==> config.mk <==
export PLATFORM = sky130hd
export DESIGN_NAME = ps2_rx_ctrl
export DESIGN_NICKNAME = d
export VERILOG_FILES = /design/src/rtl/ps2_rx_ctrl.sv
export SDC_FILE = /design/constraint.sdc
export NUM_CORES = 1
export LEC_CHECK = 0
export ABC_CLOCK_PERIOD_IN_PS = 5900
export BUFFER_PORTS_ARGS = -buffer_cell sky130_fd_sc_hd__buf_2
export CORE_MARGIN = 5
export CORE_UTILIZATION = 55
export DETAILED_ROUTE_END_ITERATION = 6
export HOLD_SLACK_MARGIN = 0.02
export PLACE_DENSITY = 0.75
export SETUP_SLACK_MARGIN = 0.15
export SLEW_MARGIN = 10
export SYNTH_ARGS = -nofsm -noshare
export SYNTH_HDL_FRONTEND = slang
export SYNTH_SLANG_ARGS = --single-unit
==> constraint.sdc <==
create_clock -name clk -period 5.9 [get_ports clk]
set_input_delay 0.59 -clock clk [delete_from_list [all_inputs] [get_ports clk]]
set_output_delay 0.59 -clock clk [all_outputs]
set_load 0.05 [all_outputs]
==> src/rtl/ps2_rx_ctrl.sv <==
`default_nettype none
// ============================================================================
// Module      : ps2_rx_ctrl
// Description : PS/2 device-to-host frame receiver. It takes debounced PS/2
//               clock and data lines, assembles 11-bit frames (start, 8 data
//               bits LSB first, odd parity, stop), and hands good bytes to a
//               valid/ready consumer through a one-entry holding register.
//               It also produces the sampling strobe that paces the external
//               debouncers, and aborts stalled frames after a strobe-counted
//               timeout.
// Ports       :
//   clk              in   system clock (rising edge)
//   rst_n            in   asynchronous active-low reset
//   ps2_clk_db       in   debounced PS/2 clock
//   ps2_data_db      in   debounced PS/2 data
//   deb_clock_enable out  one-cycle sampling strobe for the debouncers
//   rx_data[7:0]     out  received byte, valid while rx_valid is high
//   rx_valid         out  byte available, held until accepted
//   rx_ready         in   consumer accepts when rx_valid and rx_ready
//   rx_err           out  one-cycle error pulse
//   err_code[1:0]    out  00 overrun, 01 parity, 10 stop bit, 11 timeout
//   busy             out  high while a frame is in progress
// Revision    : 1.0 - initial release
// ============================================================================
module ps2_rx_ctrl #(
    parameter int TICK_DIV      = 50,
    parameter int TIMEOUT_TICKS = 2000
) (
    input  logic       clk,
    input  logic       rst_n,
    input  logic       ps2_clk_db,
    input  logic       ps2_data_db,
    output logic       deb_clock_enable,
    output logic [7:0] rx_data,
    output logic       rx_valid,
    input  logic       rx_ready,
    output logic       rx_err,
    output logic [1:0] err_code,
    output logic       busy
);

    localparam int PW = $clog2(TICK_DIV);
    localparam int TW = $clog2(TIMEOUT_TICKS + 1);

    localparam logic [PW-1:0] C_PRESC_MAX = PW'(TICK_DIV - 1);
    localparam logic [TW-1:0] C_TO_MAX    = TW'(TIMEOUT_TICKS);

    localparam logic [1:0] C_ERR_OVERRUN = 2'b00;
    localparam logic [1:0] C_ERR_PARITY  = 2'b01;
    localparam logic [1:0] C_ERR_STOP    = 2'b10;
    localparam logic [1:0] C_ERR_TIMEOUT = 2'b11;

    typedef enum logic [1:0] {
        S_IDLE   = 2'd0,
        S_DATA   = 2'd1,
        S_PARITY = 2'd2,
        S_STOP   = 2'd3
    } state_t;

    state_t        r_state;
    state_t        w_next_state;
    logic [PW-1:0] r_presc;
    logic          r_tick;
    logic          r_ps2_clk_q;
    logic [TW-1:0] r_to_cnt;
    logic [7:0]    r_shift;
    logic [2:0]    r_bit_cnt;
    logic          r_parity;
    logic [7:0]    r_rx_data;
    logic          r_rx_valid;
    logic          r_rx_err;
    logic [1:0]    r_err_code;

    logic          w_fall;
    logic          w_timeout;
    logic          w_frame_done;
    logic          w_abort;
    logic          w_parity_ok;
    logic          w_hold_free;

    // ------------------------------------------------------------------
    // Debouncer strobe prescaler
    // ------------------------------------------------------------------
    always_ff @(posedge clk or negedge rst_n) begin
        if (!rst_n) begin
            r_presc <= '0;
            r_tick  <= 1'b0;
        end else begin
            r_tick <= (r_presc == C_PRESC_MAX);
            if (r_presc == C_PRESC_MAX) begin
                r_presc <= '0;
            end else begin
                r_presc <= r_presc + 1'b1;
            end
        end
    end

    // ------------------------------------------------------------------
    // PS/2 clock edge detection; data is sampled in the edge cycle
    // ------------------------------------------------------------------
    always_ff @(posedge clk or negedge rst_n) begin
        if (!rst_n) begin
            r_ps2_clk_q <= 1'b1;
        end else begin
            r_ps2_clk_q <= ps2_clk_db;
        end
    end

    assign w_fall = r_ps2_clk_q & ~ps2_clk_db;

    // Timeout only matters mid-frame; a coincident edge overrides it.
    assign w_timeout = (r_state != S_IDLE) && (r_to_cnt == C_TO_MAX);

    // ------------------------------------------------------------------
    // FSM state register
    // ------------------------------------------------------------------
    always_ff @(posedge clk or negedge rst_n) begin
        if (!rst_n) begin
            r_state <= S_IDLE;
        end else begin
            r_state <= w_next_state;
        end
    end

    // ------------------------------------------------------------------
    // FSM next state
    // ------------------------------------------------------------------
    always_comb begin
        w_next_state = r_state;
        w_frame_done = 1'b0;
        w_abort      = 1'b0;
        case (r_state)
            S_IDLE: begin
                if (w_fall && !ps2_data_db) begin
                    w_next_state = S_DATA;
                end
            end
            S_DATA: begin
                if (w_fall) begin
                    if (r_bit_cnt == 3'd7) begin
                        w_next_state = S_PARITY;
                    end
                end else if (w_timeout) begin
                    w_next_state = S_IDLE;
                    w_abort      = 1'b1;
                end
            end
            S_PARITY: begin
                if (w_fall) begin
                    w_next_state = S_STOP;
                end else if (w_timeout) begin
                    w_next_state = S_IDLE;
                    w_abort      = 1'b1;
                end
            end
            S_STOP: begin
                if (w_fall) begin
                    w_next_state = S_IDLE;
                    w_frame_done = 1'b1;
                end else if (w_timeout) begin
                    w_next_state = S_IDLE;
                    w_abort      = 1'b1;
                end
            end
            default: begin
                w_next_state = S_IDLE;
            end
        endcase
    end

    // ------------------------------------------------------------------
    // Frame datapath: shift register, bit counter, parity capture
    // ------------------------------------------------------------------
    always_ff @(posedge clk or negedge rst_n) begin
        if (!rst_n) begin
            r_shift   <= '0;
            r_bit_cnt <= '0;
            r_parity  <= 1'b0;
        end else if (w_fall) begin
            case (r_state)
                S_IDLE: begin
                    if (!ps2_data_db) begin
                        r_shift   <= '0;
                        r_bit_cnt <= '0;
                    end
                end
                S_DATA: begin
                    r_shift   <= {ps2_data_db, r_shift[7:1]};
                    r_bit_cnt <= r_bit_cnt + 1'b1;
                end
                S_PARITY: begin
                    r_parity <= ps2_data_db;
                end
                default: begin
                end
            endcase
        end
    end

    // ------------------------------------------------------------------
    // Timeout counter, saturating so it cannot wrap before the abort lands
    // ------------------------------------------------------------------
    always_ff @(posedge clk or negedge rst_n) begin
        if (!rst_n) begin
            r_to_cnt <= '0;
        end else if (w_fall || (r_state == S_IDLE)) begin
            r_to_cnt <= '0;
        end else if (r_tick && (r_to_cnt != C_TO_MAX)) begin
            r_to_cnt <= r_to_cnt + 1'b1;
        end
    end

    // ------------------------------------------------------------------
    // Holding register and error reporting
    // ------------------------------------------------------------------
    assign w_parity_ok = ^{r_shift, r_parity};
    assign w_hold_free = !r_rx_valid || rx_ready;

    always_ff @(posedge clk or negedge rst_n) begin
        if (!rst_n) begin
            r_rx_data  <= '0;
            r_rx_valid <= 1'b0;
            r_rx_err   <= 1'b0;
            r_err_code <= C_ERR_OVERRUN;
        end else begin
            r_rx_err <= 1'b0;
            if (r_rx_valid && rx_ready) begin
                r_rx_valid <= 1'b0;
            end
            if (w_frame_done) begin
                // Stop-bit error outranks parity error.
                if (!ps2_data_db) begin
                    r_rx_err   <= 1'b1;
                    r_err_code <= C_ERR_STOP;
                end else if (!w_parity_ok) begin
                    r_rx_err   <= 1'b1;
                    r_err_code <= C_ERR_PARITY;
                end else if (!w_hold_free) begin
                    r_rx_err   <= 1'b1;
                    r_err_code <= C_ERR_OVERRUN;
                end else begin
                    r_rx_data  <= r_shift;
                    r_rx_valid <= 1'b1;
                end
            end else if (w_abort) begin
                r_rx_err   <= 1'b1;
                r_err_code <= C_ERR_TIMEOUT;
            end
        end
    end

    assign deb_clock_enable = r_tick;
    assign rx_data          = r_rx_data;
    assign rx_valid         = r_rx_valid;
    assign rx_err           = r_rx_err;
    assign err_code         = r_err_code;
    assign busy             = (r_state != S_IDLE);

endmodule
`default_nettype wire

==> flow_summary.toml, run 1 <==
[job]
cap_viol_max_count = 0

[timing]
max-slew-margin-rel = 0.367
finalCriticalPeriod_ns = 2.15
rsz0062_at_grt = "no"
setup_viol = 0
fin_worst_skew_ns = 0.00746
report.final.hold_viol_count = 0
tightest_slew_ns = 0.950
max_freq_mhz = 466
finalMaxSlewViolations = 0
final.setup.tns_ns = 0
crit_share_post_route = 0.364

[floorplanning]
std_cell_rows = 22
floorplan.initialDensity = 0.567
core-area_sq_um = 3630
top_level_ports = 19
die_y_microns = 71.2
die-area_sq_um = 5070
die_w_microns = 71.2

[yosys]
synth.yosys.seq_area_share = 0.547
average_cell_area_after_synthesis_sq_um = 11.5
synth-seq-cells = 45
edff_count_synth = 0
synth_cell_types = 36
ys_async_sr_fraction = 1.00
syn-instance-count = 179
yosys_warnings = 0
synth_top_flop_cell = "sky130_fd_sc_hd__dfrtp_1"
syn_nets = 190
syn_area_sq_um = 2060

[route]
drt-wirelength-per-cell_microns = 14.1
drt_total_wl_mm = 3.53
route.detailed.vias_per_inst = 5.38
drt_iter0_drc = 122
vias = 1344
detail-route-antenna-nets = 0
drc_errors = 0
drt-pass1-iter-count = 5

[grt]
global_route.usage.total = 0.156
first_global_vias = 1360
grt_most_used_layer = "met2"
largest_net_degree_at_the_start_of_global_routing = 46
grt_met1_use = 0.206
grt_antenna_before_repair = 0
grt_overflow = 0
grt.met3_usage = 0.0491
grt_pass1_wl_mm = 6.28
gr-usage-met2 = 0.248

[power]
ir_worst_vdd_mv = 0.171
power.static_leakage_nw = 1.10
powerDensity_nw_per_um2 = 269

[critical_path]
critical_path_class = "reg2reg"
rr_endpoint = "rx_data[6]"
regToRegSetupSlack_ns = 3.75
setup.worst_path.end_class = "flop"
timing.critical_path.slowest_cell_delay_ns = 0.46
worstPathCellList = "xnor2_1, xnor3_2, xnor2_2, and4_4, mux2_4"
crit_path_start_kind = "flop"
number_of_buffer_and_inverter_stages_on_the_critical_path = 0
launch_point_of_the_worst_reg_to_reg_path = "r_shift[4]"
crit_family = "XOR/XNOR gates"
crit_path_top_delay_cell = "sky130_fd_sc_hd__xnor3_2"
cp.required_ns = 6.08
timing.reg2reg.worst_path_depth = 5
worstPathArrival_ns = 2.32
crit_path_max_fanout = 8

[status]
run_status = "finished clean"

[cts]
clk_path_buf_depth = 2
post_cts_hold_buffer_count = 0
numCtsBuffers = 5
cts_setup_buffers = 0
postCtsResizedCells = 0
worstSkewPairLatency_ns = 0.29
clk_transition_reported_paths_ns = 0.08
numClockSinks = 45
cts-htree-levels = 2
cts_tree = "yes"
clockRootBuffer = "sky130_fd_sc_hd__clkbuf_8"

[placement]
place.port_buffers = 18
dpl.hpwl_mm = 2.57
place_inst = 242
gpl.final_weighted_congestion = 0.794

[worst_hold_path]
hold_depth = 1
holdPathEnd = "r_ps2_clk_q"
class_of_the_tightest_hold_or_removal_check = "in2reg"
min_from = "ps2_clk_db"

[layout]
final-instance-count-excl-fill = 250
number_of_nets_in_the_layout = 212
mostFrequentLayoutCell = "sky130_fd_sc_hd__dfrtp_1"
layout-drive-gt1-share = 0.208
areaGrowthSynthToFinish_pct = 10.9
most-common-layout-cells = "sky130_fd_sc_hd__dfrtp_1 (44), sky130_fd_sc_hd__nor2_1 (22), sky130_fd_sc_hd__buf_2 (18)"
diodes = 0
-- registers in the layout, summed over array words and instances (netlist names) --
name	cells
r_to_cnt	11
r_shift	8
rx_data	8
r_presc	6
r_bit_cnt	3
err_code	2
r_state	2
deb_clock_enable	1
r_parity	1
r_ps2_clk_q	1
rx_err	1
rx_valid	1
-- power breakdown --
| group | total, W | internal, W | switching [W] |
|---|---|---|---|
| registers | 0.000338 | 0.000323 | 0.0000152 |
| clock network | 0.000201 | 0.000106 | 0.0000949 |
| logic | 0.0000768 | 0.0000331 | 0.0000437 |
| total | 0.000615 | 0.000462 | 0.000154 |
-- stage by stage --
| step | setup slack, ns | hold slack [ns] | instance area [sq um] | total power [W] | utilization |
|---|---|---|---|---|---|
| global route | 3.66 | 0.406 | 2290 | 0.000649 | 0.629 |
| floorplan | 3.89 | 0.294 | 2060 | 0.000400 | - |
| CTS | 3.75 | 0.411 | 2290 | 0.000623 | 0.629 |
| detailed placement | 3.78 | 0.487 | 2180 | 0.000421 | 0.601 |
| finish | 3.75 | 0.426 | 2290 | 0.000615 | 0.629 |
| global placement | 3.82 | 0.477 | 2180 | 0.000417 | 0.601 |
-- cell usage after synthesis (all sizes together), types with 2 or more instances --
library cell | n | area (sq um)
a21oi | 6 | 30.0
a22o | 9 | 80.1
and2 | 2 | 12.5
and3 | 2 | 12.5
clkbuf | 2 | 7.51
dfrtp | 44 | 1100
ha | 6 | 75.1
inv | 7 | 26.3
mux2 | 9 | 131
nand2 | 12 | 45.0
nand2b | 2 | 12.5
nand3 | 8 | 40.0
nand4 | 3 | 18.8
nor2 | 22 | 82.6
o21ai | 11 | 55.1
or2 | 2 | 12.5
or3 | 3 | 18.8
xnor2 | 9 | 86.3
xor2 | 7 | 61.3
-- routing by layer --
| metal | vias to the layer above | part of all wire |
|---|---|---|
| met1 | 652 | 0.46 |
| met5 | - | 0 |
| met4 | 0 | 0.0037 |
| li1 | 659 | - |
| met2 | 31 | 0.48 |
| met3 | 2 | 0.056 |
-- cell type report --
| type | instances | area, sq um |
|---|---|---|
| fill | 302 | 1350 |
| multi-input combinational | 124 | 881 |
| clock inverter | 1 | 5.00 |
| sequential | 45 | 1130 |
| clock buffer | 7 | 96.3 |
| timing repair buffer | 18 | 90.1 |
| inverter | 7 | 26.3 |
| tap | 48 | 60.1 |
-- logic make-up (layout without fill, tap and decap cells) --
group,Yosys count,in the layout,synth area share
and+or+nand+nor,62,62,0.148
DFF,45,45,0.547
AOI/OAI and AO/OA,29,29,0.0910
xor gates and xnor gates,17,17,0.0831
muxes,10,10,0.0686
buffers and inverters,10,33,0.0261
adders and majority gates,6,6,0.0364
-- worst register-to-register path, cell delays in order, from the launching register on --
cell	delay [ns]
sky130_fd_sc_hd__dfrtp_1	0.43
sky130_fd_sc_hd__xnor2_1	0.18
sky130_fd_sc_hd__xnor3_2	0.46
sky130_fd_sc_hd__xnor2_2	0.26
sky130_fd_sc_hd__and4_4	0.38
sky130_fd_sc_hd__mux2_4	0.32
-- worst max path at each step --
stage / to / slack (ns) / from / depth (start not counted)
floorplan: rx_data[0] / 3.89 / r_shift[4] / 6
global placement: rx_data[7] / 3.82 / r_shift[4] / 5
detailed placement: rx_data[4] / 3.78 / r_shift[4] / 5
CTS: rx_data[6] / 3.75 / r_shift[4] / 5
global route: rx_data[6] / 3.66 / r_shift[4] / 5
finish: rx_data[6] / 3.75 / r_shift[4] / 5
(Power assumes the default switching activity.)
==> inputs of run 2 (changes only) <==
ABC_CLOCK_PERIOD_IN_PS = 2000   (was 5900)
clock period = 2 ns   (was 5.9 ns; I/O delays follow)
==> run 2 against run 1 <==
  * Wire length grew 5.4%
  * Worst setup slack lost 3.7 ns
  * Sequential share of layout area shrank 2.2 points
  * Critical path type unchanged
==> flow_summary.toml, run 2 (synthesized netlist as in run 1, its figures left out) <==
[route]
drt_iter0_drc = 96
drt-pass1-iter-count = 4
drc_errors = 0
route.detailed.vias_per_inst = 5.51
vias = 1426
detail-route-antenna-nets = 0
drt_total_wl_mm = 3.72
drt-wirelength-per-cell_microns = 14.4

[grt]
global_route.usage.total = 0.158
grt_overflow = 0
first_global_vias = 1431
grt_antenna_before_repair = 0
largest_net_degree_at_the_start_of_global_routing = 27
grt_pass1_wl_mm = 6.40

[timing]
finalMaxSlewViolations = 0
max_freq_mhz = 510
final.setup.tns_ns = 0
holdWs_ns = 0.165
fin_worst_skew_ns = 0.00536
rsz0062_at_grt = "yes"
report.final.hold_viol_count = 0
crit_share_post_route = 0.980
max-slew-margin-rel = 0.487
setup_viol = 0
tightest_slew_ns = 0.764
finalCriticalPeriod_ns = 1.96

[power]
power_frac_clock = 0.321
powerDensity_nw_per_um2 = 781
power.internal_w = 0.00140
p_seq_frac = 0.531
ir_worst_vdd_mv = 0.429
swShare = 0.251
p_sw_w = 0.000470
share_comb_of_total_power = 0.148
tot_pwr_w = 0.00187
power.static_leakage_nw = 1.16

[worst_hold_path]
hold_depth = 2
min_from = "ps2_data_db"
holdPathEnd = "err_code[1]"
class_of_the_tightest_hold_or_removal_check = "in2reg"

[layout]
layout-drive-gt1-share = 0.261
most-common-layout-cells = "sky130_fd_sc_hd__dfrtp_1 (44), sky130_fd_sc_hd__nor2_1 (21), sky130_fd_sc_hd__buf_2 (18)"
register_containing_the_most_flip_flops_in_the_final_layout = "r_to_cnt"
diodes = 0
fin_util = 0.659
number_of_nets_in_the_layout = 221
mostFrequentLayoutCell = "sky130_fd_sc_hd__dfrtp_1"
post-route-cell-area_sq_um = 2390
areaGrowthSynthToFinish_pct = 16.1
largest_register_ff_count = 11
fillers = 292

[placement]
dpl_cell_area_sq_um = 2230
gpl.final_weighted_congestion = 0.778
dpl.hpwl_mm = 2.59
place.port_buffers = 18

[status]
run_status = "finished clean"

[cts]
cts-htree-levels = 2
numCtsBuffers = 5
clk_transition_reported_paths_ns = 0.08
clockRootBuffer = "sky130_fd_sc_hd__clkbuf_8"
clk_path_buf_depth = 2
cts_tree = "yes"
numClockSinks = 45
worstSkewPairLatency_ns = 0.29

[floorplanning]
die_y_microns = 71.2
die_w_microns = 71.2
top_level_ports = 19
floorplan.initialDensity = 0.567
die-area_sq_um = 5070
core-area_sq_um = 3630
std_cell_rows = 22

[critical_path]
rr_endpoint = "rx_data[6]"
crit_path_start_kind = "flop"
crit_path_max_fanout = 8
worstPathArrival_ns = 2.14
regToRegSetupSlack_ns = 0.04
setup.worst_path.end_class = "flop"
cp.required_ns = 2.18
timing.reg2reg.worst_path_depth = 5
launch_point_of_the_worst_reg_to_reg_path = "r_shift[4]"
critical_path_class = "reg2reg"

[job]
cap_viol_max_count = 0
==> run 2: cell count changes in the layout (fill, tap and decap cells not counted), moves of 2 or more <==
cell / delta
sky130_fd_sc_hd__buf_4: +6
sky130_fd_sc_hd__dlygate4sd3_1: +2
sky130_fd_sc_hd__xnor2_1: -2
sky130_fd_sc_hd__xnor2_2: +2
==> run 2: critical path, cell delays in order, from the launching register on <==
cell and delay, ns:
sky130_fd_sc_hd__dfrtp_1 0.41, sky130_fd_sc_hd__xnor2_2 0.16, sky130_fd_sc_hd__xnor3_2 0.45, sky130_fd_sc_hd__xnor2_2 0.15, sky130_fd_sc_hd__and4_4 0.35, sky130_fd_sc_hd__mux2_4 0.32
==> run 2: through the flow <==
step / cells / setup WS [ns]
after floorplan: 179 / 0.0202
after global placement: 246 / 0.0928
after detailed placement: 246 / 0.00148
after CTS: 258 / 0.0201
after global routing: 259 / -0.0246
final: 259 / 0.0407
==> run 2: routing by layer <==
layer / vias up / GRT usage / wire [microns]
li1: 682 / - / -
met1: 710 / 0.201 / 1710
met2: 28 / 0.254 / 1820
met3: 6 / 0.0519 / 168
met4: 0 / 0.0564 / 29
met5: - / 0 / 0
==> run 2: what timing repair did <==
item / 4_1_cts / 5_1_grt
pin swaps: 1 / 0
gates resized for setup: 2 / 5
hold buffers: 2 / 0
gates cloned: 0 / 0
endpoints found under the hold margin: 25 / 0
endpoints found under the setup margin: 9 / 16
buffers inserted: 2 / 1
==> run 2: how the worst max path moves through the flow <==
stage / start / end / cells past startpoint
global placement: r_shift[2] / rx_data[5] / 5
finish: r_shift[4] / rx_data[6] / 5
floorplan: r_shift[1] / rx_data[0] / 6
detailed placement: r_shift[2] / rx_data[5] / 5
global route: r_shift[3] / rx_data[6] / 5
CTS: r_shift[4] / rx_data[6] / 5
==> run 2: final cells by class <==
type / instances / area [sq um] / area share
multi-input combinational: 124 / 905 / 0.378
clock buffer: 7 / 96.3 / 0.0402
clock inverter: 1 / 5.00 / 0.00209
tap: 48 / 60.1 / 0.0251
inverter: 7 / 26.3 / 0.0110
timing repair buffer: 27 / 175 / 0.0731
sequential: 45 / 1130 / 0.471
==> run 2: power by group through the flow <==
stage	logic (W)	clock network, W	registers (W)
3_5_place_dp	0.000259	0	0.00101
6_report	0.000276	0.000601	0.000993
3_3_place_gp	0.000254	0	0.00101
2_1_floorplan	0.000173	0	0.00100
4_1_cts	0.000275	0.000620	0.000992
5_1_grt	0.000303	0.000663	0.00100
